**config.mk**
```make
export PLATFORM = sky130hd
export DESIGN_NAME = sqrt_pipe_ctrl
export DESIGN_NICKNAME = d
export VERILOG_FILES = /design/src/rtl/sqrt_pkg.sv /design/src/rtl/sqrt_stage_slot.sv /design/src/rtl/sqrt_pipe_ctrl.sv
export SDC_FILE = /design/constraint.sdc
export NUM_CORES = 1
export LEC_CHECK = 0
export ABC_AREA = 1
export ABC_CLOCK_PERIOD_IN_PS = 5600
export BUFFER_PORTS_ARGS = -buffer_cell sky130_fd_sc_hd__buf_4
export CAP_MARGIN = 20
export CORE_ASPECT_RATIO = 1.1
export CORE_UTILIZATION = 52
export DETAILED_ROUTE_END_ITERATION = 8
export GPL_TIMING_DRIVEN = 0
export PLACE_DENSITY = 0.79
export RECOVER_POWER = 25
export SLEW_MARGIN = 20
export SYNTH_ARGS = -nofsm -noshare
export SYNTH_HDL_FRONTEND = slang
export SYNTH_SLANG_ARGS = --single-unit
```
**constraint.sdc**
```tcl
create_clock -name clock -period 5.6 [get_ports clock]
set_input_delay 1.68 -clock clock [delete_from_list [all_inputs] [get_ports clock]]
set_output_delay 1.68 -clock clock [all_outputs]
set_load 0.005 [all_outputs]
```
**src/rtl/sqrt_pkg.sv**
```systemverilog
// Shared constants for the square-root pipeline and its sequencer.
//   SQRT_W        width of the square/delta stage registers
//   SQRT_STAGES   default number of controlled pipeline stages
//   SQ_INIT       value a cleared square register holds
//   DELTA_INIT    value a cleared delta register holds
//   clog2()       ceiling log2, usable in parameter expressions
package sqrt_pkg;

    localparam int unsigned SQRT_W      = 9;
    localparam int unsigned SQRT_STAGES = 4;

    localparam logic [SQRT_W-1:0] SQ_INIT    = 9'd4;
    localparam logic [SQRT_W-1:0] DELTA_INIT = 9'd3;

    // Returns 0 for n <= 1.
    function automatic int unsigned clog2(input int unsigned n);
        int unsigned r;
        r = 0;
        while ((32'd1 << r) < n) begin
            r = r + 1;
        end
        return r;
    endfunction

endpackage

```
**src/rtl/sqrt_stage_slot.sv**
```systemverilog
// One pipeline stage slot: a valid bit plus its advance and enable terms.
// Ports:
//   clock_i      system clock, rising edge
//   reset_i      synchronous active-high reset
//   flush_i      synchronous flush, clears the valid bit
//   src_valid_i  valid of the upstream source (in_valid or previous stage)
//   adv_next_i   downstream can make room this cycle
//   valid_o      registered valid bit of this stage
//   adv_o        this stage may take new contents this cycle
//   en_o         load enable for this stage's register bank
module sqrt_stage_slot (
    input  logic clock_i,
    input  logic reset_i,
    input  logic flush_i,
    input  logic src_valid_i,
    input  logic adv_next_i,
    output logic valid_o,
    output logic adv_o,
    output logic en_o
);

    logic v_q, v_d;

    // An empty slot can always take new contents; a full one only if it moves on.
    assign adv_o   = !v_q | adv_next_i;
    // Bubbles advance as v=0 without enabling the data registers.
    assign en_o    = adv_o & src_valid_i & !flush_i & !reset_i;
    assign valid_o = v_q;

    always_comb begin
        v_d = v_q;
        if (adv_o) begin
            v_d = src_valid_i;
        end
    end

    always_ff @(posedge clock_i) begin
        if (reset_i || flush_i) begin
            v_q <= 1'b0;
        end else begin
            v_q <= v_d;
        end
    end

endmodule

```
**src/rtl/sqrt_pipe_ctrl.sv**
```systemverilog
// Pipeline sequencer for the square-root datapath stage registers.
// Ports:
//   clock, reset         clock and synchronous active-high reset
//   in_valid / in_ready  operand handshake at stage 0
//   out_valid/out_ready  result handshake at the last stage
//   flush                synchronous pipeline flush
//   stage_en             per-stage register load enables
//   stage_clr            per-stage clear strobes (load init constants)
//   occupancy            number of valid stages
//   done_cnt             delivered results, wraps modulo 2^CNT_W
//   busy                 occupancy != 0
module sqrt_pipe_ctrl
    import sqrt_pkg::*;
#(
    parameter  int unsigned STAGES = SQRT_STAGES,
    parameter  int unsigned CNT_W  = 16,
    localparam int unsigned OCC_W  = clog2(STAGES + 1)
) (
    input  logic              clock,
    input  logic              reset,
    input  logic              in_valid,
    output logic              in_ready,
    output logic              out_valid,
    input  logic              out_ready,
    input  logic              flush,
    output logic [STAGES-1:0] stage_en,
    output logic [STAGES-1:0] stage_clr,
    output logic [OCC_W-1:0]  occupancy,
    output logic [CNT_W-1:0]  done_cnt,
    output logic              busy
);

    logic [STAGES-1:0] v;
    logic [STAGES-1:0] adv;
    logic [STAGES-1:0] adv_next;

    for (genvar i = 0; i < STAGES; i++) begin : g_slot
        logic src_valid;

        if (i == 0) begin : g_src_in
            assign src_valid = in_valid;
        end else begin : g_src_prev
            assign src_valid = v[i-1];
        end

        // Closed form of the ripple adv[i+1]: downstream moves unless every
        // later stage is full and the sink is stalling.
        if (i == STAGES - 1) begin : g_adv_last
            assign adv_next[i] = out_ready;
        end else begin : g_adv_mid
            assign adv_next[i] = out_ready | ~(&v[STAGES-1:i+1]);
        end

        sqrt_stage_slot u_slot (
            .clock_i     (clock),
            .reset_i     (reset),
            .flush_i     (flush),
            .src_valid_i (src_valid),
            .adv_next_i  (adv_next[i]),
            .valid_o     (v[i]),
            .adv_o       (adv[i]),
            .en_o        (stage_en[i])
        );
    end

    assign in_ready  = adv[0] & !flush & !reset;
    assign out_valid = v[STAGES-1];
    assign stage_clr = {STAGES{reset | flush}};

    logic in_fire, out_fire;
    assign in_fire  = in_valid & in_ready;
    assign out_fire = out_valid & out_ready & !flush & !reset;

    logic [OCC_W-1:0] occ_q, occ_d;
    logic [CNT_W-1:0] done_q, done_d;

    always_comb begin
        occ_d  = occ_q;
        done_d = done_q;
        case ({in_fire, out_fire})
            2'b10:   occ_d = occ_q + OCC_W'(1);
            2'b01:   occ_d = occ_q - OCC_W'(1);
            default: occ_d = occ_q;
        endcase
        if (out_fire) begin
            done_d = done_q + CNT_W'(1);
        end
    end

    always_ff @(posedge clock) begin
        if (reset) begin
            occ_q  <= '0;
            done_q <= '0;
        end else if (flush) begin
            occ_q  <= '0;
            done_q <= done_q;
        end else begin
            occ_q  <= occ_d;
            done_q <= done_d;
        end
    end

    assign occupancy = occ_q;
    assign done_cnt  = done_q;
    assign busy      = (occ_q != '0);

endmodule

```
==> impl_results.html, run 1 <==
<table>
<tr><th>Metric</th><th>Value</th></tr>
<tr><th colspan="2">Placement</th></tr>
<tr><td>Port Buffer Count</td><td>34</td></tr>
<tr><td>Gpl congestion</td><td>just under 0.8</td></tr>
<tr><td>Minimum setup slack after placement</td><td>1.15 ns</td></tr>
<tr><td>Post-detailed-placement half-perimeter wirelength</td><td>2.10 mm</td></tr>
<tr><th colspan="2">Setup path</th></tr>
<tr><td>Maximum cell stage delay along the critical path</td><td>around 0.32 ns</td></tr>
<tr><td>CP Launch Type</td><td>primary input</td></tr>
<tr><td>WS Path Type</td><td>in -&gt; out</td></tr>
<tr><td>Critical Path End Type</td><td>output pin</td></tr>
<tr><td>Largest fanout on the critical path</td><td>12</td></tr>
<tr><td>Critical path cell sequence</td><td>clkbuf_1, inv_1, nand2_1, nor2_1, nand2_1, inv_1, buf_4, buf_4</td></tr>
<tr><td>Crit path DAT</td><td>2.84 ns</td></tr>
<tr><td>Cell at the slowest stage of the critical path</td><td>sky130_fd_sc_hd__nand2_1</td></tr>
<tr><td>Required time at the endpoint of the critical path</td><td>between 3 and 4 ns</td></tr>
<tr><th colspan="2">Timing</th></tr>
<tr><td>Total count of max-transition violations in the final report</td><td>0</td></tr>
<tr><td>Unrepaired setup endpoints after global routing</td><td>no</td></tr>
<tr><td>Final number of setup-violating endpoints</td><td>0</td></tr>
<tr><td>Final worst-path cycle share</td><td>just over 80%</td></tr>
<tr><td>Rel. slew slack</td><td>a little under 70%</td></tr>
<tr><td>Final hold violation count</td><td>0</td></tr>
<tr><td>Min cycle time layout</td><td>roughly 4.5 ns</td></tr>
<tr><td>Max Fclk</td><td>between 200 and 250 MHz</td></tr>
<tr><td>Transition time at the pin with the least slew margin</td><td>~0.46 ns</td></tr>
<tr><td>Setup ws final</td><td>1.08 ns</td></tr>
<tr><td>TNS Setup</td><td>0 ns</td></tr>
<tr><td>Clock Skews</td><td>approximately 0.0013 ns</td></tr>
<tr><th colspan="2">Clock network</th></tr>
<tr><td>Inserted Clock Buffers</td><td>3</td></tr>
<tr><td>CTS Root Buffer Type</td><td>sky130_fd_sc_hd__clkbuf_4</td></tr>
<tr><td>Clock Pin Slew Worst Setup and Hold Paths</td><td>0.12 ns</td></tr>
<tr><td>CTS tree</td><td>built</td></tr>
<tr><td>Sinks on the clock net</td><td>23</td></tr>
<tr><td>Maximum clock insertion buffer count</td><td>2</td></tr>
<tr><td>Clock insertion delay at the later pin of the skew report</td><td>roughly 0.3 ns</td></tr>
<tr><td>Hold buffer count at cts</td><td>0</td></tr>
<tr><td>Total setup buffers inserted after CTS</td><td>0</td></tr>
<tr><td>Level count of the clock H-tree</td><td>1</td></tr>
<tr><td>Post-cts gate resize count</td><td>0</td></tr>
<tr><th colspan="2">Layout</th></tr>
<tr><td>Fraction of layout cells with a size suffix above 1</td><td>25.6%</td></tr>
<tr><td>Synth-to-layout area growth</td><td>19.0%</td></tr>
<tr><td>Number of antenna repair diodes</td><td>0</td></tr>
<tr><td>Number of nets in the final layout</td><td>~230</td></tr>
<tr><th colspan="2">Detailed routing</th></tr>
<tr><td>Wire per inst</td><td>10.7 µm</td></tr>
<tr><td>Iteration count of the initial detailed-routing pass</td><td>4</td></tr>
<tr><td>Vias per std cell</td><td>roughly 4.9</td></tr>
<tr><td>Overall routed net length</td><td>around 2.7 mm</td></tr>
<tr><td>Final routed DRC violation total</td><td>0</td></tr>
<tr><td>Remaining antenna violation count after routing</td><td>0</td></tr>
<tr><td>First-iteration detailed-routing DRC count</td><td>9</td></tr>
<tr><td>Total vias in the final route</td><td>about 1.2k</td></tr>
<tr><th colspan="2">Power</th></tr>
<tr><td>Power density relative to cell area</td><td>between 150 and 200 nW/µm²</td></tr>
<tr><td>VDD IR-drop max</td><td>between 0.1 and 0.15 mV</td></tr>
<tr><td>Leakage component of the power</td><td>between 0.6 and 0.7 nW</td></tr>
<tr><th colspan="2">Synth</th></tr>
<tr><td>Largest cells by area after synthesis</td><td>sky130_fd_sc_hd__dfxtp_1, sky130_fd_sc_hd__nand2_1, sky130_fd_sc_hd__nor2_1</td></tr>
<tr><td>Number of distinct library cells after synthesis</td><td>26</td></tr>
<tr><td>Number of instances in the synthesized netlist</td><td>181</td></tr>
<tr><td>Area of the mapped netlist</td><td>around 1300 µm²</td></tr>
<tr><td>Number of synthesized register bits</td><td>23</td></tr>
<tr><td>Mean cell area of the mapped netlist</td><td>about 7.2 µm²</td></tr>
<tr><td>Post-synth top area share</td><td>35.5%</td></tr>
<tr><td>Cell taking the most area after synthesis</td><td>sky130_fd_sc_hd__dfxtp_1</td></tr>
<tr><td>Synthesized net count</td><td>between 150 and 200</td></tr>
<tr><td>Share of the yosys chip area belonging to registers</td><td>35.5%</td></tr>
<tr><td>Synth warnings</td><td>0</td></tr>
<tr><th colspan="2">Floorplan</th></tr>
<tr><td>Die area</td><td>between 2000 and 3000 µm²</td></tr>
<tr><td>Core area</td><td>2300 µm²</td></tr>
<tr><td>Number of placement rows</td><td>18</td></tr>
<tr><td>Starting density of the core</td><td>approximately 56%</td></tr>
<tr><td>Horizontal die dimension</td><td>about 50 µm</td></tr>
<tr><td>Number of top-level design ports</td><td>35</td></tr>
<tr><td>Die span in y</td><td>between 50 and 60 µm</td></tr>
<tr><th colspan="2">Global route</th></tr>
<tr><td>GR Util All Layers</td><td>between 20% and 30%</td></tr>
<tr><td>Wire length of the first global-routing pass</td><td>4.45 mm</td></tr>
<tr><td>Pin count of the biggest net entering global routing</td><td>13</td></tr>
<tr><td>Overflow left after global routing</td><td>0</td></tr>
<tr><td>Vias in the first global route</td><td>around 1.1k</td></tr>
<tr><td>Antenna violations before repair</td><td>0</td></tr>
<tr><th colspan="2">Status</th></tr>
<tr><td>Status</td><td>complete, no violations</td></tr>
<tr><th colspan="2">Worst hold path</th></tr>
<tr><td>Class of the tightest hold or removal check</td><td>reg -&gt; reg</td></tr>
<tr><th colspan="2">Job</th></tr>
<tr><td>Number of max-cap violations</td><td>0</td></tr>
</table>
## cell usage after synthesis (all sizes together)
cell type,number
dfxtp,23
fa,1
a21oi,10
clkbuf,1
a211oi,1
xnor2,1
xor2,1
nand2,39
nor2,38
o21bai,1
o21ai,9
inv,28
nand3,13
nor3,2
buf,7
ha,2
nand4,4
## registers in the layout, indices dropped and copies added (netlist names)
name                   cells
occupancy                  3
done_cnt                  16
g_slot.u_slot.valid_o      4
## path summary, 6_finish.rpt
path / start / to / slack [ns] / depth (start not counted)
worst min register to register: g_slot[1].u_slot.valid_o$_SDFFE_PP0N_ / g_slot[2].u_slot.valid_o$_SDFFE_PP0N_ / 0.49 / 2
worst min-delay path: g_slot[1].u_slot.valid_o$_SDFFE_PP0N_ / g_slot[2].u_slot.valid_o$_SDFFE_PP0N_ / 0.49 / 2
worst max register to register: g_slot[3].u_slot.valid_o$_SDFFE_PP0P_ / occupancy[2]$_SDFFE_PP0P_ / 3.28 / 15
worst max-delay path: reset / stage_en[0] / 1.08 / 8
## stage by stage
step | cells | total power [mW] | hold slack [ns] | instance area [µm²] | utilization (%)
final | 249 | 0.259 | 0.486 | 1540 | 67.2
after global routing | 249 | 0.273 | 0.505 | 1540 | 67.2
after CTS | 249 | 0.264 | 0.487 | 1620 | 70.4
after detailed placement | 245 | 0.189 | 0.465 | 1590 | 69.2
after global placement | 245 | 0.189 | 0.456 | 1590 | 69.2
after floorplan | 181 | 0.180 | 0.445 | 1300 | -
## cells in the final DEF, fill, tap and decap left out, types with 3 or more instances in the layout
master	instances
sky130_fd_sc_hd__dfxtp_1	23
sky130_fd_sc_hd__nor2_1	34
sky130_fd_sc_hd__clkbuf_1	3
sky130_fd_sc_hd__clkbuf_4	3
sky130_fd_sc_hd__nand4_1	4
sky130_fd_sc_hd__inv_1	25
sky130_fd_sc_hd__a21oi_1	10
sky130_fd_sc_hd__buf_4	40
sky130_fd_sc_hd__o21ai_0	8
sky130_fd_sc_hd__nand3_1	9
sky130_fd_sc_hd__nand3_2	4
sky130_fd_sc_hd__nand2_1	37
sky130_fd_sc_hd__inv_2	3
## where the power goes
| part | internal, mW | total, mW | switching, mW |
|---|---|---|---|
| logic | 0.00906 | 0.0182 | 0.00912 |
| registers | 0.164 | 0.165 | 0.000493 |
| clock network | 0.0278 | 0.0761 | 0.0483 |
## worst max-delay path, delay by kind of cell
family	cells	cell delay, ns
AND/OR/NAND/NOR	3	0.53
buffers and inverters	5	0.62
## cell families (layout without fill, tap and decap cells)
logic type / count (synthesis) / count (layout) / share of synthesized area (%)
fa+ha+maj: 3 / 3 / 3.47
simple gates: 96 / 96 / 38.8
flops: 23 / 23 / 35.5
buf+inv: 36 / 74 / 12.4
xor+xnor: 2 / 2 / 1.35
compound gates: 21 / 21 / 8.49
## area by class of cell
| class | count | area, µm² |
|---|---|---|
| plain buffers | 8 | 56.3 |
| well taps | 30 | 37.5 |
| clock buffers | 4 | 26.3 |
| fillers | 212 | 753 |
| multi-input cells | 122 | 607 |
| flip-flops and latches | 23 | 460 |
| inverters | 28 | 105 |
| repair buffers | 34 | 251 |
## routing by layer
metal	track usage, %	share of wire (%)	vias up
met1	23.2	43	548
met5	0	0	-
met4	8.57	0.82	0
met2	42.8	52	31
li1	-	-	636
met3	4.17	4.8	4
Note: power is estimated with default switching activity, not from simulation.
==> run 2, diff against run 1 <==
- ABC_CLOCK_PERIOD_IN_PS: 5600 -> 3790
- CORE_UTILIZATION: 52 -> 46
- PLACE_DENSITY: 0.79 -> 0.74
- clock period: 5.6 -> 3.79 ns (I/O delays scaled with it)
==> impl_results.html, run 2 (synthesis gave the netlist of run 1 again) <==
<table>
<tr><th>Metric</th><th>Value</th></tr>
<tr><th colspan="2">Power</th></tr>
<tr><td>Pwr Total</td><td>0.388 mW (was 0.259 mW)</td></tr>
<tr><td>VDD IR-drop max</td><td>0.194 mV (was 0.121 mV)</td></tr>
<tr><td>Power density relative to cell area</td><td>250 nW/µm² (was 168 nW/µm²)</td></tr>
<tr><td>Leakage component of the power</td><td>0.674 nW (was 0.671 nW)</td></tr>
<tr><th colspan="2">Layout</th></tr>
<tr><td>Fraction of layout cells with a size suffix above 1</td><td>26.5% (was 25.6%)</td></tr>
<tr><td>Most frequent cells in the layout</td><td>sky130_fd_sc_hd__buf_4, sky130_fd_sc_hd__nand2_1, sky130_fd_sc_hd__nor2_1, sky130_fd_sc_hd__inv_1, sky130_fd_sc_hd__dfxtp_1 (unchanged)</td></tr>
<tr><td>Final core utilization</td><td>59.8% (was 67.2%)</td></tr>
<tr><td>Most common cell after layout, fill and taps aside</td><td>sky130_fd_sc_hd__buf_4 (unchanged)</td></tr>
<tr><td>Post-route design area</td><td>1550 µm² (was 1540 µm²)</td></tr>
<tr><td>Number of nets in the final layout</td><td>228 (unchanged)</td></tr>
<tr><td>Synth-to-layout area growth</td><td>19.5% (was 19.0%)</td></tr>
<tr><td>Number of antenna repair diodes</td><td>0 (unchanged)</td></tr>
<tr><td>Number of flip-flops under the largest register name</td><td>16 (unchanged)</td></tr>
<tr><td>Finished Layout Cells</td><td>250 (was 249)</td></tr>
<tr><th colspan="2">Detailed routing</th></tr>
<tr><td>Iteration count of the initial detailed-routing pass</td><td>5 (was 4)</td></tr>
<tr><td>Vias per std cell</td><td>4.99 (was 4.90)</td></tr>
<tr><td>First-iteration detailed-routing DRC count</td><td>54 (was 9)</td></tr>
<tr><td>Final routed DRC violation total</td><td>0 (unchanged)</td></tr>
<tr><td>Remaining antenna violation count after routing</td><td>0 (unchanged)</td></tr>
<tr><td>Wire per inst</td><td>10.9 µm (was 10.7 µm)</td></tr>
<tr><td>Overall routed net length</td><td>2.72 mm (was 2.67 mm)</td></tr>
<tr><td>Total vias in the final route</td><td>1248 (was 1219)</td></tr>
<tr><th colspan="2">Clock network</th></tr>
<tr><td>Clock Pin Slew Worst Setup and Hold Paths</td><td>0.13 ns (was 0.12 ns)</td></tr>
<tr><td>Total setup buffers inserted after CTS</td><td>0 (unchanged)</td></tr>
<tr><td>Inserted Clock Buffers</td><td>3 (unchanged)</td></tr>
<tr><td>CTS Root Buffer Type</td><td>sky130_fd_sc_hd__clkbuf_4 (unchanged)</td></tr>
<tr><td>Level count of the clock H-tree</td><td>1 (unchanged)</td></tr>
<tr><td>Clock insertion delay at the later pin of the skew report</td><td>0.31 ns (was 0.30 ns)</td></tr>
<tr><td>Maximum clock insertion buffer count</td><td>2 (unchanged)</td></tr>
<tr><td>Post-cts gate resize count</td><td>0 (unchanged)</td></tr>
<tr><td>CTS tree</td><td>built (unchanged)</td></tr>
<tr><td>Sinks on the clock net</td><td>23 (unchanged)</td></tr>
<tr><td>Hold buffer count at cts</td><td>0 (unchanged)</td></tr>
<tr><th colspan="2">Global route</th></tr>
<tr><td>Wire length of the first global-routing pass</td><td>4.42 mm (was 4.45 mm)</td></tr>
<tr><td>Met3 track demand over resource in global routing</td><td>3.67% (was 4.17%)</td></tr>
<tr><td>GR Util All Layers</td><td>19.3% (was 21.8%)</td></tr>
<tr><td>Antenna violations before repair</td><td>0 (unchanged)</td></tr>
<tr><td>Busiest grt layer</td><td>met2 (unchanged)</td></tr>
<tr><td>Global-route met1 utilization</td><td>24.4% (was 23.2%)</td></tr>
<tr><td>Vias in the first global route</td><td>1056 (was 1055)</td></tr>
<tr><td>Pin count of the biggest net entering global routing</td><td>14 (was 13)</td></tr>
<tr><td>Overflow left after global routing</td><td>0 (unchanged)</td></tr>
<tr><td>M2 GR Usage</td><td>32.5% (was 42.8%)</td></tr>
<tr><th colspan="2">Placement</th></tr>
<tr><td>Post-detailed-placement half-perimeter wirelength</td><td>2.11 mm (was 2.10 mm)</td></tr>
<tr><td>Gpl congestion</td><td>0.825 (was 0.792)</td></tr>
<tr><td>DP Area</td><td>1590 µm² (about the same)</td></tr>
<tr><td>Number of cells after detailed placement</td><td>246 (was 245)</td></tr>
<tr><td>Port Buffer Count</td><td>34 (unchanged)</td></tr>
<tr><th colspan="2">Floorplan</th></tr>
<tr><td>Die span in y</td><td>57.7 µm (was 54.4 µm)</td></tr>
<tr><td>Number of top-level design ports</td><td>35 (unchanged)</td></tr>
<tr><td>Number of placement rows</td><td>19 (was 18)</td></tr>
<tr><td>Die area</td><td>3040 µm² (was 2700 µm²)</td></tr>
<tr><td>Starting density of the core</td><td>50.1% (was 56.5%)</td></tr>
<tr><td>Horizontal die dimension</td><td>52.6 µm (was 49.6 µm)</td></tr>
<tr><td>Core area</td><td>2590 µm² (was 2300 µm²)</td></tr>
<tr><th colspan="2">Timing</th></tr>
<tr><td>Rel. slew slack</td><td>65.4% (was 69.1%)</td></tr>
<tr><td>Total count of max-transition violations in the final report</td><td>0 (unchanged)</td></tr>
<tr><td>Max Fclk</td><td>291 MHz</td></tr>
<tr><td>Final number of setup-violating endpoints</td><td>0 (unchanged)</td></tr>
<tr><td>Transition time at the pin with the least slew margin</td><td>0.517 ns (was 0.464 ns)</td></tr>
<tr><td>Min cycle time layout</td><td>about 3.4 ns</td></tr>
<tr><td>Final worst-path cycle share</td><td>between 90% and 100%</td></tr>
<tr><td>Clock Skews</td><td>0.00488 ns (was 0.00132 ns)</td></tr>
<tr><td>Final hold violation count</td><td>0 (unchanged)</td></tr>
<tr><td>Unrepaired setup endpoints after global routing</td><td>no (unchanged)</td></tr>
<tr><td>TNS Setup</td><td>0 ns (unchanged)</td></tr>
<tr><th colspan="2">Setup path</th></tr>
<tr><td>Critical Path End Type</td><td>output pin (unchanged)</td></tr>
<tr><td>CP Launch Type</td><td>primary input (unchanged)</td></tr>
<tr><td>Crit path DAT</td><td>2.30 ns (was 2.84 ns)</td></tr>
<tr><td>Required time at the endpoint of the critical path</td><td>2.65 ns (was 3.92 ns)</td></tr>
<tr><td>WS Path Type</td><td>in -&gt; out (unchanged)</td></tr>
<tr><td>Largest fanout on the critical path</td><td>3 (was 12)</td></tr>
<tr><th colspan="2">Status</th></tr>
<tr><td>Status</td><td>complete, no violations (unchanged)</td></tr>
<tr><th colspan="2">Job</th></tr>
<tr><td>Number of max-cap violations</td><td>0 (unchanged)</td></tr>
<tr><th colspan="2">Worst hold path</th></tr>
<tr><td>Class of the tightest hold or removal check</td><td>reg -&gt; reg (unchanged)</td></tr>
</table>
-- run 2: worst paths after layout --
kind                            slack (ns)  depth (start not counted)                                     to                                   from
worst min register to register        0.49                          2  g_slot[2].u_slot.valid_o$_SDFFE_PP0N_  g_slot[1].u_slot.valid_o$_SDFFE_PP0N_
worst max register to register        1.38                         15              occupancy[2]$_SDFFE_PP0P_  g_slot[3].u_slot.valid_o$_SDFFE_PP0P_
worst max-delay path                  0.35                         11                            stage_en[0]                              out_ready
worst min-delay path                  0.49                          2  g_slot[2].u_slot.valid_o$_SDFFE_PP0N_  g_slot[1].u_slot.valid_o$_SDFFE_PP0N_
-- run 2: layout make-up --
cell class / count / area (µm²)
fillers: 269 / 1040
multi-input cells: 122 / 614
flip-flops and latches: 23 / 460
repair buffers: 34 / 248
inverters: 28 / 105
plain buffers: 8 / 56.3
well taps: 31 / 38.8
clock buffers: 3 / 22.5
clock inverters: 1 / 5.00
-- run 2: where the power goes --
| part | leakage, nW | total (mW) | internal [mW] | switching [mW] |
|---|---|---|---|---|
| sequential | 0.185 | 0.244 | 0.243 | 0.000785 |
| clock | 0.0177 | 0.117 | 0.0395 | 0.0772 |
| combinational | 0.471 | 0.0273 | 0.0133 | 0.0140 |
-- run 2: per-layer routing --
layer	vias up	share of wire, %
met5	-	0
met3	4	4.7
met2	36	48
li1	637	-
met4	0	1.2
met1	571	46
-- run 2: critical path: stages --
cell and delay [ns]:
sky130_fd_sc_hd__clkbuf_1 0.09, sky130_fd_sc_hd__nor2_1 0.16, sky130_fd_sc_hd__inv_1 0.08, sky130_fd_sc_hd__nor2_1 0.15, sky130_fd_sc_hd__nand2_1 0.11, sky130_fd_sc_hd__nor2_1 0.15
sky130_fd_sc_hd__nor2_1 0.07, sky130_fd_sc_hd__nand2_1 0.08, sky130_fd_sc_hd__inv_1 0.04, sky130_fd_sc_hd__buf_4 0.12, sky130_fd_sc_hd__buf_4 0.12
-- run 2: metrics by stage --
step	hold slack [ns]	worst slack [ns]
after floorplan	0.445	0.731
after global placement	0.454	0.431
after detailed placement	0.472	0.375
after CTS	0.494	0.373
after global routing	0.515	0.223
final	0.489	0.350
